<file path="src/rtl/logic_unit_pipe.sv">
// Pipelined bitwise logic unit: 8 ops on WIDTH-bit operands, RS tag carried alongside.
// Latency STAGES cycles; valid/ready output with full-pipe stall, bubble collapse and flush.
module logic_unit_pipe #(
  parameter int WIDTH  = 32,
  parameter int TAG_W  = 4,
  parameter int STAGES = 2
) (
  input  logic                          CLK,
  input  logic                          RST,
  input  logic                          IN_VALID,
  output logic                          IN_READY,
  input  logic [2:0]                    OP,
  input  logic [WIDTH-1:0]              IN1,
  input  logic [WIDTH-1:0]              IN2,
  input  logic [TAG_W-1:0]              TAG,
  input  logic                          FLUSH,
  output logic                          OUT_VALID,
  input  logic                          OUT_READY,
  output logic [WIDTH-1:0]              OUT,
  output logic [TAG_W-1:0]              OUT_TAG,
  output logic                          OUT_ZERO,
  output logic [$clog2(STAGES+1)-1:0]   OCC
);

  localparam int OCC_W = $clog2(STAGES+1);

  typedef enum logic [2:0] {
    OP_AND  = 3'b000,
    OP_OR   = 3'b001,
    OP_XOR  = 3'b010,
    OP_NOR  = 3'b011,
    OP_NAND = 3'b100,
    OP_XNOR = 3'b101,
    OP_ANDN = 3'b110,
    OP_PASS = 3'b111
  } op_e;

  logic [STAGES-1:0] v;
  logic [STAGES-1:0] adv;
  logic [WIDTH-1:0]  data [STAGES];
  logic [TAG_W-1:0]  tag  [STAGES];
  logic [OCC_W-1:0]  occ;
  logic [WIDTH-1:0]  result;
  logic              accept;
  logic              xfer;

  always_comb begin
    result = '0;
    case (op_e'(OP))
      OP_AND:  result = IN1 & IN2;
      OP_OR:   result = IN1 | IN2;
      OP_XOR:  result = IN1 ^ IN2;
      OP_NOR:  result = ~(IN1 | IN2);
      OP_NAND: result = ~(IN1 & IN2);
      OP_XNOR: result = ~(IN1 ^ IN2);
      OP_ANDN: result = IN1 & ~IN2;
      OP_PASS: result = IN1;
      default: result = '0;
    endcase
  end

  // A stage may move when it is empty or everything downstream of it moves.
  always_comb begin
    adv = '0;
    adv[STAGES-1] = !v[STAGES-1] | OUT_READY;
    for (int i = STAGES - 2; i >= 0; i--) begin
      adv[i] = !v[i] | adv[i+1];
    end
  end

  assign IN_READY  = adv[0] & !FLUSH;
  assign accept    = IN_VALID & IN_READY;
  assign OUT_VALID = v[STAGES-1];
  // A handshake coinciding with FLUSH is not a transfer.
  assign xfer      = OUT_VALID & OUT_READY & !FLUSH;

  always_ff @(posedge CLK) begin
    if (RST) begin
      v   <= '0;
      occ <= '0;
      for (int i = 0; i < STAGES; i++) begin
        data[i] <= '0;
        tag[i]  <= '0;
      end
    end else if (FLUSH) begin
      v   <= '0;
      occ <= '0;
    end else begin
      if (adv[0]) begin
        v[0] <= accept;
        if (accept) begin
          data[0] <= result;
          tag[0]  <= TAG;
        end
      end
      for (int i = 1; i < STAGES; i++) begin
        if (adv[i]) begin
          v[i] <= v[i-1];
          if (v[i-1]) begin
            data[i] <= data[i-1];
            tag[i]  <= tag[i-1];
          end
        end
      end
      if (accept && !xfer) begin
        occ <= occ + 1'b1;
      end else if (!accept && xfer) begin
        occ <= occ - 1'b1;
      end
    end
  end

  assign OUT      = data[STAGES-1];
  assign OUT_TAG  = tag[STAGES-1];
  assign OUT_ZERO = (data[STAGES-1] == '0);
  assign OCC      = occ;

endmodule

</file>
<file path="config.mk">
export PLATFORM = sky130hd
export DESIGN_NAME = logic_unit_pipe
export DESIGN_NICKNAME = d
export VERILOG_FILES = /design/src/rtl/logic_unit_pipe.sv
export SDC_FILE = /design/constraint.sdc
export NUM_CORES = 1
export LEC_CHECK = 0
export BUFFER_PORTS_ARGS = -buffer_cell sky130_fd_sc_hd__buf_2
export CAP_MARGIN = 20
export CORE_ASPECT_RATIO = 1.2
export CORE_MARGIN = 5
export CORE_UTILIZATION = 55
export DETAILED_ROUTE_END_ITERATION = 7
export GPL_ROUTABILITY_DRIVEN = 0
export GPL_TIMING_DRIVEN = 0
export PLACE_DENSITY = 0.79
export RECOVER_POWER = 50
export SYNTH_ARGS = -nofsm -noshare
export SYNTH_HDL_FRONTEND = slang
export SYNTH_SLANG_ARGS = --single-unit
export TNS_END_PERCENT = 30
</file>
<file path="constraint.sdc">
create_clock -name CLK -period 4.48 [get_ports CLK]
set_input_delay 0.672 -clock CLK [delete_from_list [all_inputs] [get_ports CLK]]
set_output_delay 0.672 -clock CLK [all_outputs]
set_load 0.005 [all_outputs]
</file>
==> flow_summary.toml, run 1 <==
[status]
status = "finished, violations left"
violations = "capacitance limit, slew limit"

[detailed_routing]
first_pass_iters = 6
dr_total_vias = 5426
drcViolationCount = 0
ant_nets = 0
wirelength_um = 15800
drt_iter0_markers = 412
vias_per_cell = 5.71
wl_per_cell_um = 16.6

[cells_and_area]
fillers = 1021
utilization = 0.643
drive_above_1_share = 0.264
final_nets = 957
diodes = 0
syn2layout_area_growth_pct = 15.7
multi_input_area_um2 = 3590
fin_cells = 950
layout.area.seq_um2 = 2240

[sta]
finalHoldViolations = 0
finalMaxSlewViolations = 37
setup_violations = 0
slew_headroom = -0.491
fin_setup_tns_ns = 0
fin_skew_ns = 0.00475
max_freq_mhz = 325
fin_crit_sh = 0.687
tightest_slew_ns = 2.24
rsz0062_at_grt = "no"
fin_crit_ns = 3.08

[pwr]
peakVddDrop_mv = 0.193
powerDensity_nw_per_um2 = 252
p_leak_uw = 0.00373

[clock_tree]
numCtsBuffers = 9
clk_pin_slew_worst_paths_ns = 0.05
ctsHoldBuffers = 0
clk_path_buf_depth = 2
cts_max_level = 3
clockRootBuffer = "clkbuf_16"
cts_tree = "done"
clock_latency_ns = 0.32
clock_sinks = 76
cts_resized = 0
post_cts_buffers = 0

[logic_synthesis]
synth_compound_area_frac = 0.175
synth-seq-area-share = 0.336
synth_warnings = 0
synth-simple-area-share = 0.0841
synth_nets = 833
synth_xor_area_frac = 0.00394
synth_top_family_by_area = "adder cells"
synth_adder_area_share = 0.182
synth_area_um2 = 6660
async_flop_share = 0
ys_types = 44
ys.flop_type = "edfxtp_1"
ys_top_cells_by_area = "edfxtp_1, ha_1, mux2i_1"
yosys.area.top_type = "edfxtp_1"
syn_inst = 660
synth_edf_count = 72
yosys-mux-area-fraction = 0.0931
syn_area_per_cell_um2 = 10.1
synth_top_area_share = 0.324
ys_ff_latch = 76

[setup_path]
cp_max_fo = 36
r2r-start = "v[1]"
cp.arrival_ns = 2.97
worst-setup-path-type = "in -> reg"
reg2reg_slack_ns = 1.54
end_kind = "flip-flop"
critPathLaunchType = "primary input"
r2r-end = "data[0][16]"
rr_worst_depth = 4
cp_data_required_time_ns = 4.38

[floorplan]
die_area_um2 = 14400
pin_count = 117
start_util = 0.555
die_w_um = 110
row_count = 44
fp.coreArea_um2 = 12000
die_y_um = 131

[worst_hold_path]
min_from = "v[0]"
hold_path_depth = 2
min_path_type = "reg -> reg"
holdPathEnd = "v[1]"

[run]
max-cap-violations = 1

[global_routing]
track_usage = 0.216
grt_max_degree = 37
antenna_found_initial = 0
grt_pass1_wl_um = 25500
grt_pass1_vias = 5427
overflow = 0

[placed_design]
io_buffers = 113
placed_cells = 934
post-dp-hpwl_um = 12300
[metal layers]
layer / vias to the layer above / share of wire / global-route usage
met3: 41 / 0.071 / 0.0290
met1: 2532 / 0.39 / 0.257
li1: 2586 / - / -
met4: 0 / 0.027 / 0.0986
met5: - / 0 / 0
met2: 267 / 0.51 / 0.393
[cells by family after synthesis]
family          Yosys count
compound gates          147
xor+xnor                  3
fa+ha+maj                97
buf+inv                 178
flops                    76
mux                      60
simple gates             99
[worst max-delay path, stage by stage]
cell	delay, ns
clkbuf_1	0.10
and3b_1	0.23
nor2_1	0.14
and2_0	0.18
or2_0	1.63
[flip-flops by register name, summed over array words and instances, names as in the netlist]
| name | count |
|---|---|
| tag | 8 |
| data | 64 |
| v | 2 |
| OCC | 2 |
[worst max path at each step]
stage,from,end,slack [ns],cells past startpoint
2_1_floorplan,OP[0],data[0][18],2.35,8
3_3_place_gp,OP[1],data[0][27],1.82,5
3_5_place_dp,OP[1],data[0][8],1.81,5
4_1_cts,OP[1],data[0][8],2.16,5
5_1_grt,OUT_READY,data[0][26],1.09,5
6_report,OUT_READY,data[0][16],1.40,5
[placed cells by master (no fill, tap or decap), drive strengths merged, types with 3 or more instances in the layout]
master	count
clkbuf	77
nor4	10
mux2	16
a21oi	18
dfxtp	4
nand3	3
clkinv	4
o21ai	9
o221ai	9
o2bb2ai	11
o211ai	7
a2111oi	4
nor3	6
nand2b	3
a221o	16
a22oi	27
o22ai	4
edfxtp	72
nor2b	6
mux2i	44
and2	43
nor2	9
nand2	13
inv	97
a21o	5
a211oi	18
o221a	14
buf	127
ha	97
[per-stage QoR]
stage / cell area (um2) / power, uW / setup WS [ns] / hold WS [ns]
finish: 7710 / 1940 / 1.40 / 0.499
global route: 7710 / 2040 / 1.09 / 0.528
CTS: 7710 / 1950 / 2.16 / 0.500
detailed placement: 7430 / 1280 / 1.81 / 0.485
global placement: 7430 / 1260 / 1.82 / 0.467
floorplan: 6660 / 1130 / 2.35 / 0.450
[layout make-up]
type / count / share of cell area
Clock buffer: 10 / 0.0297
Tap cell: 161 / 0.0261
Buffer: 81 / 0.0608
Timing Repair Buffer: 113 / 0.0729
Clock inverter: 6 / 0.00714
Sequential cell: 76 / 0.291
Multi-Input combinational cell: 406 / 0.465
Inverter: 97 / 0.0472
[cell usage after synthesis (13+ instances only)]
master,n
a211oi_1,16
a21oi_1,18
a221o_1,16
a22oi_1,27
and2_1,42
buf_4,38
clkbuf_1,27
edfxtp_1,72
ha_1,97
inv_1,97
mux2_2,16
mux2i_1,44
nand2_1,13
o221a_2,14
[power breakdown]
part	total (uW)	internal, uW	switching [uW]
sequential	843	828	15.1
clock	665	424	241
combinational	432	189	243
total	1940	1440	499
Note: power is estimated with default switching activity, not from simulation.
==> run 2: changes to the inputs <==
Clock period 4.48 ns to 3.2 ns, I/O delays scaled along.
==> run 2 against run 1 <==
Net effect: the flow now finishes without violations; global-route usage unchanged; first-iteration DRC count up 0.73%; sequential power up 40%; non-clock buffer count unchanged; final area unchanged; die area unchanged; critical path type is now reg -> reg; critical endpoint is now data[0][11].
==> flow_summary.toml, run 2 (synthesis results as in run 1) <==
[sta]
whs_ns = 0.430
finalMaxSlewViolations = 0
slew_headroom = 0.0248
finalHoldViolations = 0
setup_violations = 0
max_freq_mhz = 430
fin_setup_tns_ns = 0
tightest_slew_ns = 1.46
rsz0062_at_grt = "no"
fin_crit_sh = 0.727
fin_crit_ns = 2.33
fin_skew_ns = 0.00464

[cells_and_area]
stdcell_area_um2 = 7710
diodes = 0
final_common_cell = "buf_2"
largest_register_ffs = 64
final_cell_mix = "buf_2, inv_1, ha_1"
fillers = 1021
largest-register = "data"
drive_above_1_share = 0.264
syn2layout_area_growth_pct = 15.7
reg_top3 = "data: 64 flops, tag: 8 flops"
final_nets = 957

[setup_path]
reg2reg_slack_ns = 0.87
crit_start = "v[1]"
cp_max_fo = 36
worst-setup-path-type = "reg -> reg"
critPathLaunchType = "flip-flop"
slowest_delay_ns = 1.05
rr_worst_depth = 4
worstPathCellList = "and3b_1 -> nor2_1 -> and2_0 -> or2_1"
end_kind = "flip-flop"
r2r-end = "data[0][11]"
r2r-start = "v[1]"
cp.arrival_ns = 2.26
cp_slowest_cell = "or2_1"
worstSetupEndpoint = "data[0][11]"
cp_data_required_time_ns = 3.13

[global_routing]
grt_max_degree = 37
overflow = 0
grt_pass1_vias = 5427
track_usage = 0.216
antenna_found_initial = 0
grt_pass1_wl_um = 25500

[pwr]
switching_share = 0.258
p_seq_frac = 0.434
p_int_uw = 2020
p_clk_frac = 0.343
powerDensity_nw_per_um2 = 352
p_sw_uw = 700
pwr-share-comb = 0.223
peakVddDrop_mv = 0.270
p_leak_uw = 0.00373

[detailed_routing]
dr_total_vias = 5471
first_pass_iters = 5
ant_nets = 0
wirelength_um = 15800
vias_per_cell = 5.76
wl_per_cell_um = 16.6
drt_iter0_markers = 415
drcViolationCount = 0

[worst_hold_path]
min_path_type = "in -> reg"

[floorplan]
start_util = 0.555
die_y_um = 131
fp.coreArea_um2 = 12000
die_w_um = 110
row_count = 44
pin_count = 117
die_area_um2 = 14400

[clock_tree]
cts_tree = "done"
ctsHoldBuffers = 0
clk_pin_slew_worst_paths_ns = 0.05
clockRootBuffer = "clkbuf_16"
clock_latency_ns = 0.32
clk_path_buf_depth = 2
clock_sinks = 76
numCtsBuffers = 9
post_cts_buffers = 0
cts_resized = 0
cts_max_level = 3

[placed_design]
placedInstanceArea_um2 = 7430
io_buffers = 113
post-dp-hpwl_um = 12300

[status]
status = "complete, no violations"

[run]
max-cap-violations = 0
[run 2: how the worst min path moves through the flow]
| stage | startpoint | endpoint | slack, ns | cells past startpoint |
|---|---|---|---|---|
| 6_report | RST | OCC[1] | 0.43 | 2 |
| 5_1_grt | TAG[2] | tag[0][2] | 0.43 | 2 |
| 4_1_cts | RST | OCC[1] | 0.41 | 2 |
| 3_5_place_dp | v[0] | v[1] | 0.48 | 2 |
| 3_3_place_gp | v[0] | v[1] | 0.47 | 2 |
| 2_1_floorplan | v[0] | v[1] | 0.45 | 2 |
[run 2: layout make-up]
| cell class | instances | area (um2) | share of cell area |
|---|---|---|---|
| multi-input combinational | 406 | 3590 | 0.465 |
| sequential | 76 | 2240 | 0.291 |
| timing repair buffer | 113 | 563 | 0.0730 |
| buffer | 81 | 468 | 0.0607 |
| inverter | 97 | 364 | 0.0472 |
| clock buffer | 10 | 229 | 0.0297 |
| tap | 161 | 201 | 0.0261 |
| clock inverter | 6 | 55.1 | 0.00714 |
[run 2: per-stage QoR]
| step | util | instances | power [uW] | setup slack, ns |
|---|---|---|---|---|
| detailed placement | 0.619 | 934 | 1800 | 0.726 |
| finish | 0.643 | 950 | 2720 | 0.873 |
| CTS | 0.643 | 950 | 2720 | 1.07 |
| floorplan | - | 660 | 1590 | 1.26 |
| global route | 0.643 | 950 | 2860 | 0.649 |
| global placement | 0.619 | 934 | 1760 | 0.733 |
[run 2: critical path: cells and delay by family (launching register included)]
kind          cells  cell delay [ns]
flops             1             0.32
simple gates      4             1.60
[run 2: power by group through the flow]
| stage | clock (uW) | combinational, uW | sequential, uW |
|---|---|---|---|
| floorplan | 0 | 397 | 1190 |
| global placement | 0 | 564 | 1200 |
| detailed placement | 0 | 598 | 1200 |
| CTS | 945 | 600 | 1180 |
| global route | 1000 | 669 | 1190 |
| finish | 932 | 605 | 1180 |
[run 2: layer usage]
| metal | routed length (um) | up-vias | global-route usage | part of all wire |
|---|---|---|---|---|
| li1 | - | 2588 | - | - |
| met2 | 7990 | 261 | 0.393 | 0.51 |
| met4 | 427 | 0 | 0.0986 | 0.027 |
| met1 | 6260 | 2575 | 0.257 | 0.40 |
| met3 | 1100 | 47 | 0.0290 | 0.070 |
| met5 | 0 | - | 0 | 0 |
